[src/rtl/flash_boot_loader_if.sv]
// Instruction-RAM load port driven by the flash boot loader.
// The loader is the master; the instruction memory write port is the slave.
interface flash_boot_loader_if;
  logic        write_o;
  logic [12:0] addr_o;
  logic [31:0] data_o;

  modport master (output write_o, addr_o, data_o);
  modport slave  (input  write_o, addr_o, data_o);
endinterface

[src/rtl/flash_boot_loader.sv]
// Copies WORD_COUNT little-endian words from SPI NOR flash (READ 0x03, mode 0)
// into instruction RAM after reset, then raises a sticky done_o.
module flash_boot_loader #(
  parameter int unsigned CLK_DIV    = 2,
  parameter logic [23:0] FLASH_BASE = 24'h000000,
  parameter int unsigned WORD_COUNT = 2048
) (
  input  logic                clk_i,
  input  logic                rst_ni,
  output logic                spi_cs_no,
  output logic                spi_sck_o,
  output logic                spi_mosi_o,
  input  logic                spi_miso_i,
  flash_boot_loader_if.master ram,
  output logic                done_o
);

  localparam int unsigned     DIV_W    = (CLK_DIV > 1) ? $clog2(CLK_DIV) : 1;
  localparam logic [DIV_W-1:0] DIV_LAST = DIV_W'(CLK_DIV - 1);
  localparam logic [31:0]     CMD_ADDR = {8'h03, FLASH_BASE};
  localparam logic [11:0]     LAST_WORD = 12'(WORD_COUNT - 1);

  typedef enum logic [2:0] {
    IDLE, CS_SETUP, CMD, ADDR, DATA, CS_HOLD, DONE
  } state_e;

  state_e             state_q, state_d;
  logic [DIV_W-1:0]   div_q, div_d;
  logic [4:0]         bit_q, bit_d;
  logic [11:0]        word_q, word_d;
  logic [31:0]        tx_q, tx_d;
  logic [31:0]        rx_q, rx_d;
  logic               cs_n_q, cs_n_d;
  logic               sck_q, sck_d;
  logic               mosi_q, mosi_d;
  logic               write_q, write_d;
  logic [12:0]        addr_q, addr_d;
  logic [31:0]        data_q, data_d;
  logic               done_q, done_d;
  logic [31:0]        rx_next;

  always_ff @(posedge clk_i or negedge rst_ni) begin
    if (!rst_ni) begin
      state_q <= IDLE;
      div_q   <= '0;
      bit_q   <= '0;
      word_q  <= '0;
      tx_q    <= '0;
      rx_q    <= '0;
      cs_n_q  <= 1'b1;
      sck_q   <= 1'b0;
      mosi_q  <= 1'b0;
      write_q <= 1'b0;
      addr_q  <= '0;
      data_q  <= '0;
      done_q  <= 1'b0;
    end else begin
      state_q <= state_d;
      div_q   <= div_d;
      bit_q   <= bit_d;
      word_q  <= word_d;
      tx_q    <= tx_d;
      rx_q    <= rx_d;
      cs_n_q  <= cs_n_d;
      sck_q   <= sck_d;
      mosi_q  <= mosi_d;
      write_q <= write_d;
      addr_q  <= addr_d;
      data_q  <= data_d;
      done_q  <= done_d;
    end
  end

  assign rx_next = {rx_q[30:0], spi_miso_i};

  always_comb begin
    state_d = state_q;
    div_d   = div_q;
    bit_d   = bit_q;
    word_d  = word_q;
    tx_d    = tx_q;
    rx_d    = rx_q;
    cs_n_d  = cs_n_q;
    sck_d   = sck_q;
    mosi_d  = mosi_q;
    write_d = 1'b0;
    addr_d  = addr_q;
    data_d  = data_q;
    done_d  = done_q;

    unique case (state_q)
      IDLE: begin
        cs_n_d  = 1'b0;
        tx_d    = CMD_ADDR;
        mosi_d  = CMD_ADDR[31];
        div_d   = '0;
        bit_d   = '0;
        word_d  = '0;
        state_d = CS_SETUP;
      end

      CS_SETUP: begin
        if (div_q == DIV_LAST) begin
          div_d   = '0;
          state_d = CMD;
        end else begin
          div_d = div_q + 1'b1;
        end
      end

      CMD, ADDR, DATA: begin
        if (div_q != DIV_LAST) begin
          div_d = div_q + 1'b1;
        end else if (sck_q) begin
          // Falling edge: shift out the next command/address bit (zeros after ADDR).
          div_d  = '0;
          sck_d  = 1'b0;
          tx_d   = {tx_q[30:0], 1'b0};
          mosi_d = tx_q[30];
        end else begin
          // Rising edge: this edge completes the current bit.
          div_d = '0;
          sck_d = 1'b1;
          bit_d = bit_q + 1'b1;
          if (state_q == CMD && bit_q == 5'd7) begin
            bit_d   = '0;
            state_d = ADDR;
          end else if (state_q == ADDR && bit_q == 5'd23) begin
            bit_d   = '0;
            state_d = DATA;
          end else if (state_q == DATA) begin
            rx_d = rx_next;
            if (bit_q == 5'd31) begin
              // First received byte lands in the least significant lane.
              data_d  = {rx_next[7:0], rx_next[15:8], rx_next[23:16], rx_next[31:24]};
              addr_d  = {word_q[10:0], 2'b00};
              write_d = 1'b1;
              word_d  = word_q + 1'b1;
              if (word_q == LAST_WORD) begin
                state_d = CS_HOLD;
              end
            end
          end
        end
      end

      CS_HOLD: begin
        // Finish the last high phase, then hold CS low for one more phase.
        if (div_q != DIV_LAST) begin
          div_d = div_q + 1'b1;
        end else if (sck_q) begin
          div_d  = '0;
          sck_d  = 1'b0;
          mosi_d = 1'b0;
        end else begin
          div_d   = '0;
          cs_n_d  = 1'b1;
          done_d  = 1'b1;
          state_d = DONE;
        end
      end

      DONE: begin
        sck_d = 1'b0;
      end

      default: begin
        state_d = IDLE;
      end
    endcase
  end

  assign spi_cs_no   = cs_n_q;
  assign spi_sck_o   = sck_q;
  assign spi_mosi_o  = mosi_q;
  assign ram.write_o = write_q;
  assign ram.addr_o  = addr_q;
  assign ram.data_o  = data_q;
  assign done_o      = done_q;

endmodule

[src/flat_wrapper.sv]
// flat-port wrapper written by rule: the top's interface ports become plain ports
module flash_boot_loader_flat 
#(
  parameter int unsigned CLK_DIV    = 2,
  parameter logic [23:0] FLASH_BASE = 24'h000000,
  parameter int unsigned WORD_COUNT = 2048
)
  (clk_i, rst_ni, spi_cs_no, spi_sck_o, spi_mosi_o, spi_miso_i, done_o, ram_write_o, ram_addr_o, ram_data_o);
  flash_boot_loader_if ram_i ();
  input  logic clk_i;
  input  logic rst_ni;
  output logic spi_cs_no;
  output logic spi_sck_o;
  output logic spi_mosi_o;
  input  logic spi_miso_i;
  output logic done_o;
  output wire logic [$bits(ram_i.write_o)-1:0] ram_write_o;
  output wire logic [$bits(ram_i.addr_o)-1:0] ram_addr_o;
  output wire logic [$bits(ram_i.data_o)-1:0] ram_data_o;
  assign ram_write_o = ram_i.write_o;
  assign ram_addr_o = ram_i.addr_o;
  assign ram_data_o = ram_i.data_o;
  flash_boot_loader #(.CLK_DIV(CLK_DIV), .FLASH_BASE(FLASH_BASE), .WORD_COUNT(WORD_COUNT)) u_core (.clk_i(clk_i), .rst_ni(rst_ni), .spi_cs_no(spi_cs_no), .spi_sck_o(spi_sck_o), .spi_mosi_o(spi_mosi_o), .spi_miso_i(spi_miso_i), .ram(ram_i), .done_o(done_o));
endmodule
[config.mk]
export PLATFORM = sky130hd
export DESIGN_NAME = flash_boot_loader_flat
export DESIGN_NICKNAME = d
export VERILOG_FILES = /design/src/rtl/flash_boot_loader_if.sv /design/src/rtl/flash_boot_loader.sv /design/src/flat_wrapper.sv
export SDC_FILE = /design/constraint.sdc
export NUM_CORES = 1
export LEC_CHECK = 0
export ABC_AREA = 1
export BUFFER_PORTS_ARGS = -buffer_cell sky130_fd_sc_hd__buf_2
export CAP_MARGIN = 25
export CORE_MARGIN = 2
export CORE_UTILIZATION = 30
export DETAILED_ROUTE_END_ITERATION = 10
export GPL_ROUTABILITY_DRIVEN = 0
export HOLD_SLACK_MARGIN = 0.12
export PLACE_DENSITY_LB_ADDON = 0.12
export SLEW_MARGIN = 5
export SYNTH_ARGS = -nofsm -noshare
export SYNTH_HDL_FRONTEND = slang
export SYNTH_SLANG_ARGS = --single-unit
[constraint.sdc]
create_clock -name clk_i -period 1.6 [get_ports clk_i]
set_input_delay 0.24 -clock clk_i [delete_from_list [all_inputs] [get_ports clk_i]]
set_output_delay 0.24 -clock clk_i [all_outputs]
set_load 0.005 [all_outputs]
==> impl_metrics.tcl <==
set metrics [dict create \
    ctsLongestPathBuffers 2 \
    drt_iter0_markers 199 \
    synth_common_cells "nand2_1, dfrtp_1, inv_1" \
    status "finished with violations" \
    wl_um 10600 \
    cts.sinks 107 \
    vias 3623 \
    cp_max_fo 5 \
    antenna_left 0 \
    finClkSkew_ns 0.00673 \
    grt_pass1_wl_um 17300 \
    antenna_found_initial 0 \
    drt-wirelength-per-cell_um 13.4 \
    cp-end-kind "register" \
    place_area_sq_um 5310 \
    netlist.area_leader.share 0.567 \
    synth_top_cell_by_area "dfrtp_1" \
    synthToLayoutAreaGrowth_pct 28.5 \
    coreArea_sq_um 15200 \
    power.density_nw_per_um2 795 \
    cp_slowest_cell "dfrtp_1" \
    grt_max_degree 63 \
    worst_path_most_repeated_cell "ha_2" \
    met3_usage 0.0204 \
    vias_per_cell 4.57 \
    crit_chain "ha_2 -> nand2_2 -> nor2_2 -> ha_2 -> inv_4 -> o21ai_4 -> buf_6 -> nand2_8 -> o21ai_2" \
    drt-pass1-iter-count 4 \
    rows 45 \
    final_max_slew_viol_count 0 \
    r2r_slack_ns -0.06 \
    dp_worst_setup_slack_ns -0.129 \
    final_cell_area_sq_um 6010 \
    nets 607 \
    die_x_um 129 \
    synth.distinct_cells 34 \
    maxCapViolations 0 \
    ys_seq_area_frac 0.573 \
    hold_path_class "in -> reg" \
    antenna_cells 0 \
    grtUsageMet2 0.208 \
    cts_buffers 9 \
    cp_slowest_stage_delay_ns 0.36 \
    ys_ff_latch 107 \
    async_flop_share 1.00 \
    htree_levels 3 \
    ir_drop_uv 438 \
    cts_root_buffer "clkbuf_16" \
    overflow 0 \
    dp_hpwl_um 6940 \
    rsz0062_at_grt "yes" \
    yosys-top-cells-area "dfrtp_1, nand2_1, inv_1" \
    fin_crit_sh 1.03 \
    ios 53 \
    drive_gt1_frac 0.323 \
    yosysMostFrequentCell "nand2_1" \
    clock_latency_ns 0.34 \
    port_buffers 50 \
    synthFlopType "dfrtp_1" \
    setup_viol 24 \
    fmax_ghz 0.604 \
    synthCells 521 \
    grtUsageMet1 0.181 \
    globalRouteTotalUtil 0.132 \
    netlist_area_sq_um 4680 \
    grt_pass1_vias 3453 \
    finalHoldViolations 0 \
    critPathLaunchType "register" \
    synth_edf_count 0 \
    drc 0 \
    required_ns 1.88 \
    power.leakage_nw 2.86 \
    clk_transition_reported_paths_ns 0.07 \
    dieArea_sq_um 16600 \
    tritoncts "built" \
    min_period_ns 1.66 \
    die_h_um 129 \
    violations "negative setup slack" \
    fin_ws_ns -0.0552 \
    path_class "reg -> reg" \
    grt_busiest_layer "met2" \
    critical_path_arrival_ns 1.93 \
    initial_core_util 0.308 \
    yosysWarnings 0 \
    avgSynthCellArea_sq_um 8.98 \
]
## report_power, final
group / internal [W] / switching [W] / leakage, nW
clock network: 0.00104 / 0.000962 / 0.124
logic: 0.0000143 / 0.0000563 / 1.27
registers: 0.00270 / 0 / 1.46
total: 0.00376 / 0.00102 / 2.86
## area by class of cell
class | count | area [sq um]
flip-flops and latches | 107 | 2680
multi-input cells | 325 | 1870
inverters | 71 | 279
well taps | 188 | 235
fillers | 1561 | 9190
clock inverters | 4 | 30.0
clock buffers | 10 | 229
repair buffers | 87 | 692
## kinds of logic (layout without fill, tap and decap cells)
family,after synthesis,count (layout),synth area share
simple gates,206,209,0.191
mux,1,1,0.00214
flops,107,107,0.573
fa+ha+maj,3,3,0.00802
xor+xnor,2,2,0.00375
other cells,1,2,0.000802
compound gates,108,108,0.134
buf+inv,93,172,0.0877
## critical path: cells and delay by family, from the launching register on
family                     cells  cell delay, ns
AOI/OAI and AO/OA              2            0.39
adders and majority gates      2            0.37
buffers and inverters          2            0.22
DFF                            1            0.36
and+or+nand+nor                3            0.24
## sequential cells by signal, summed over array words and instances, names as in the netlist
| signal | cells |
|---|---|
| u_core.ram.data_o | 32 |
| u_core.rx_q | 31 |
| u_core.word_q | 12 |
| u_core.ram.addr_o | 11 |
| u_core.tx_q | 7 |
| u_core.bit_q | 5 |
| u_core.state_q | 3 |
| u_core.div_q | 1 |
| u_core.done_o | 1 |
| u_core.ram.write_o | 1 |
| u_core.spi_cs_no | 1 |
| u_core.spi_mosi_o | 1 |
| u_core.spi_sck_o | 1 |
## path summary, 6_finish.rpt
kind	cells past startpoint	endpoint	from
setup / recovery	9	u_core.word_q[2]$_DFFE_PN0P_	u_core.bit_q[1]$_DFFE_PN0P_
hold / removal	3	u_core.ram.data_o[24]$_DFFE_PN0P_	spi_miso_i
max in group asynchronous	3	u_core.word_q[11]$_DFFE_PN0P_	rst_ni
min in group asynchronous	2	u_core.ram.data_o[14]$_DFFE_PN0P_	rst_ni
setup reg to reg	9	u_core.word_q[2]$_DFFE_PN0P_	u_core.bit_q[1]$_DFFE_PN0P_
hold reg to reg	2	u_core.done_o$_DFFE_PN0P_	u_core.done_o$_DFFE_PN0P_
## cells in the final DEF (no fill, tap or decap), types with 2 or more instances in the layout
master     netlist  layout
nand2_1        141     110
dfrtp_1        106     104
inv_1           68      67
buf_2            7      49
o21ai_0         45      43
o21ai_2         12      30
nand2_2          0      26
nand3_1         28      25
buf_4            3      24
o21ai_1         38      21
clkbuf_16        0      12
nor2_1          17      11
nand2_4          3      10
nand4_1          9       9
o22ai_1          8       8
buf_12           1       6
nor2_2           1       5
nor2_4           2       4
nand3_2          0       3
or2_2            3       3
buf_6            3       3
inv_4            1       2
o21ai_4          1       2
xor2_1           2       2
ha_2             0       2
conb_1           1       2
clkinv_4         0       2
dfrtp_2          0       2
## per-stage QoR
stage                     std cells  utilization  hold WS [ns]  power [W]  TNS [ns]
after floorplan                 522            -       -0.0556    0.00276         0
after global placement          766        0.350         0.120    0.00283    -0.204
after detailed placement        766        0.350         0.120    0.00283     -2.39
after CTS                       784        0.373         0.141    0.00488   -0.0938
after global routing            792        0.396         0.175    0.00498     -6.93
final                           792        0.396         0.159    0.00478    -0.476
## repair_timing
item | 4_1_cts | 5_1_grt
cloned | 2 | 5
hold buffers | 1 | 0
endpoints found under the hold margin | 106 | 0
buffers inserted | 1 | 3
pin swaps | 4 | 14
resized for setup | 16 | 71
setup endpoints to repair | 60 | 69
## per-layer routing
layer	share of wire	wire length [um]
met3	0.022	229
met1	0.48	5070
met2	0.48	5130
met5	0	0
met4	0.017	176
Note: power is estimated with default switching activity, not from simulation.
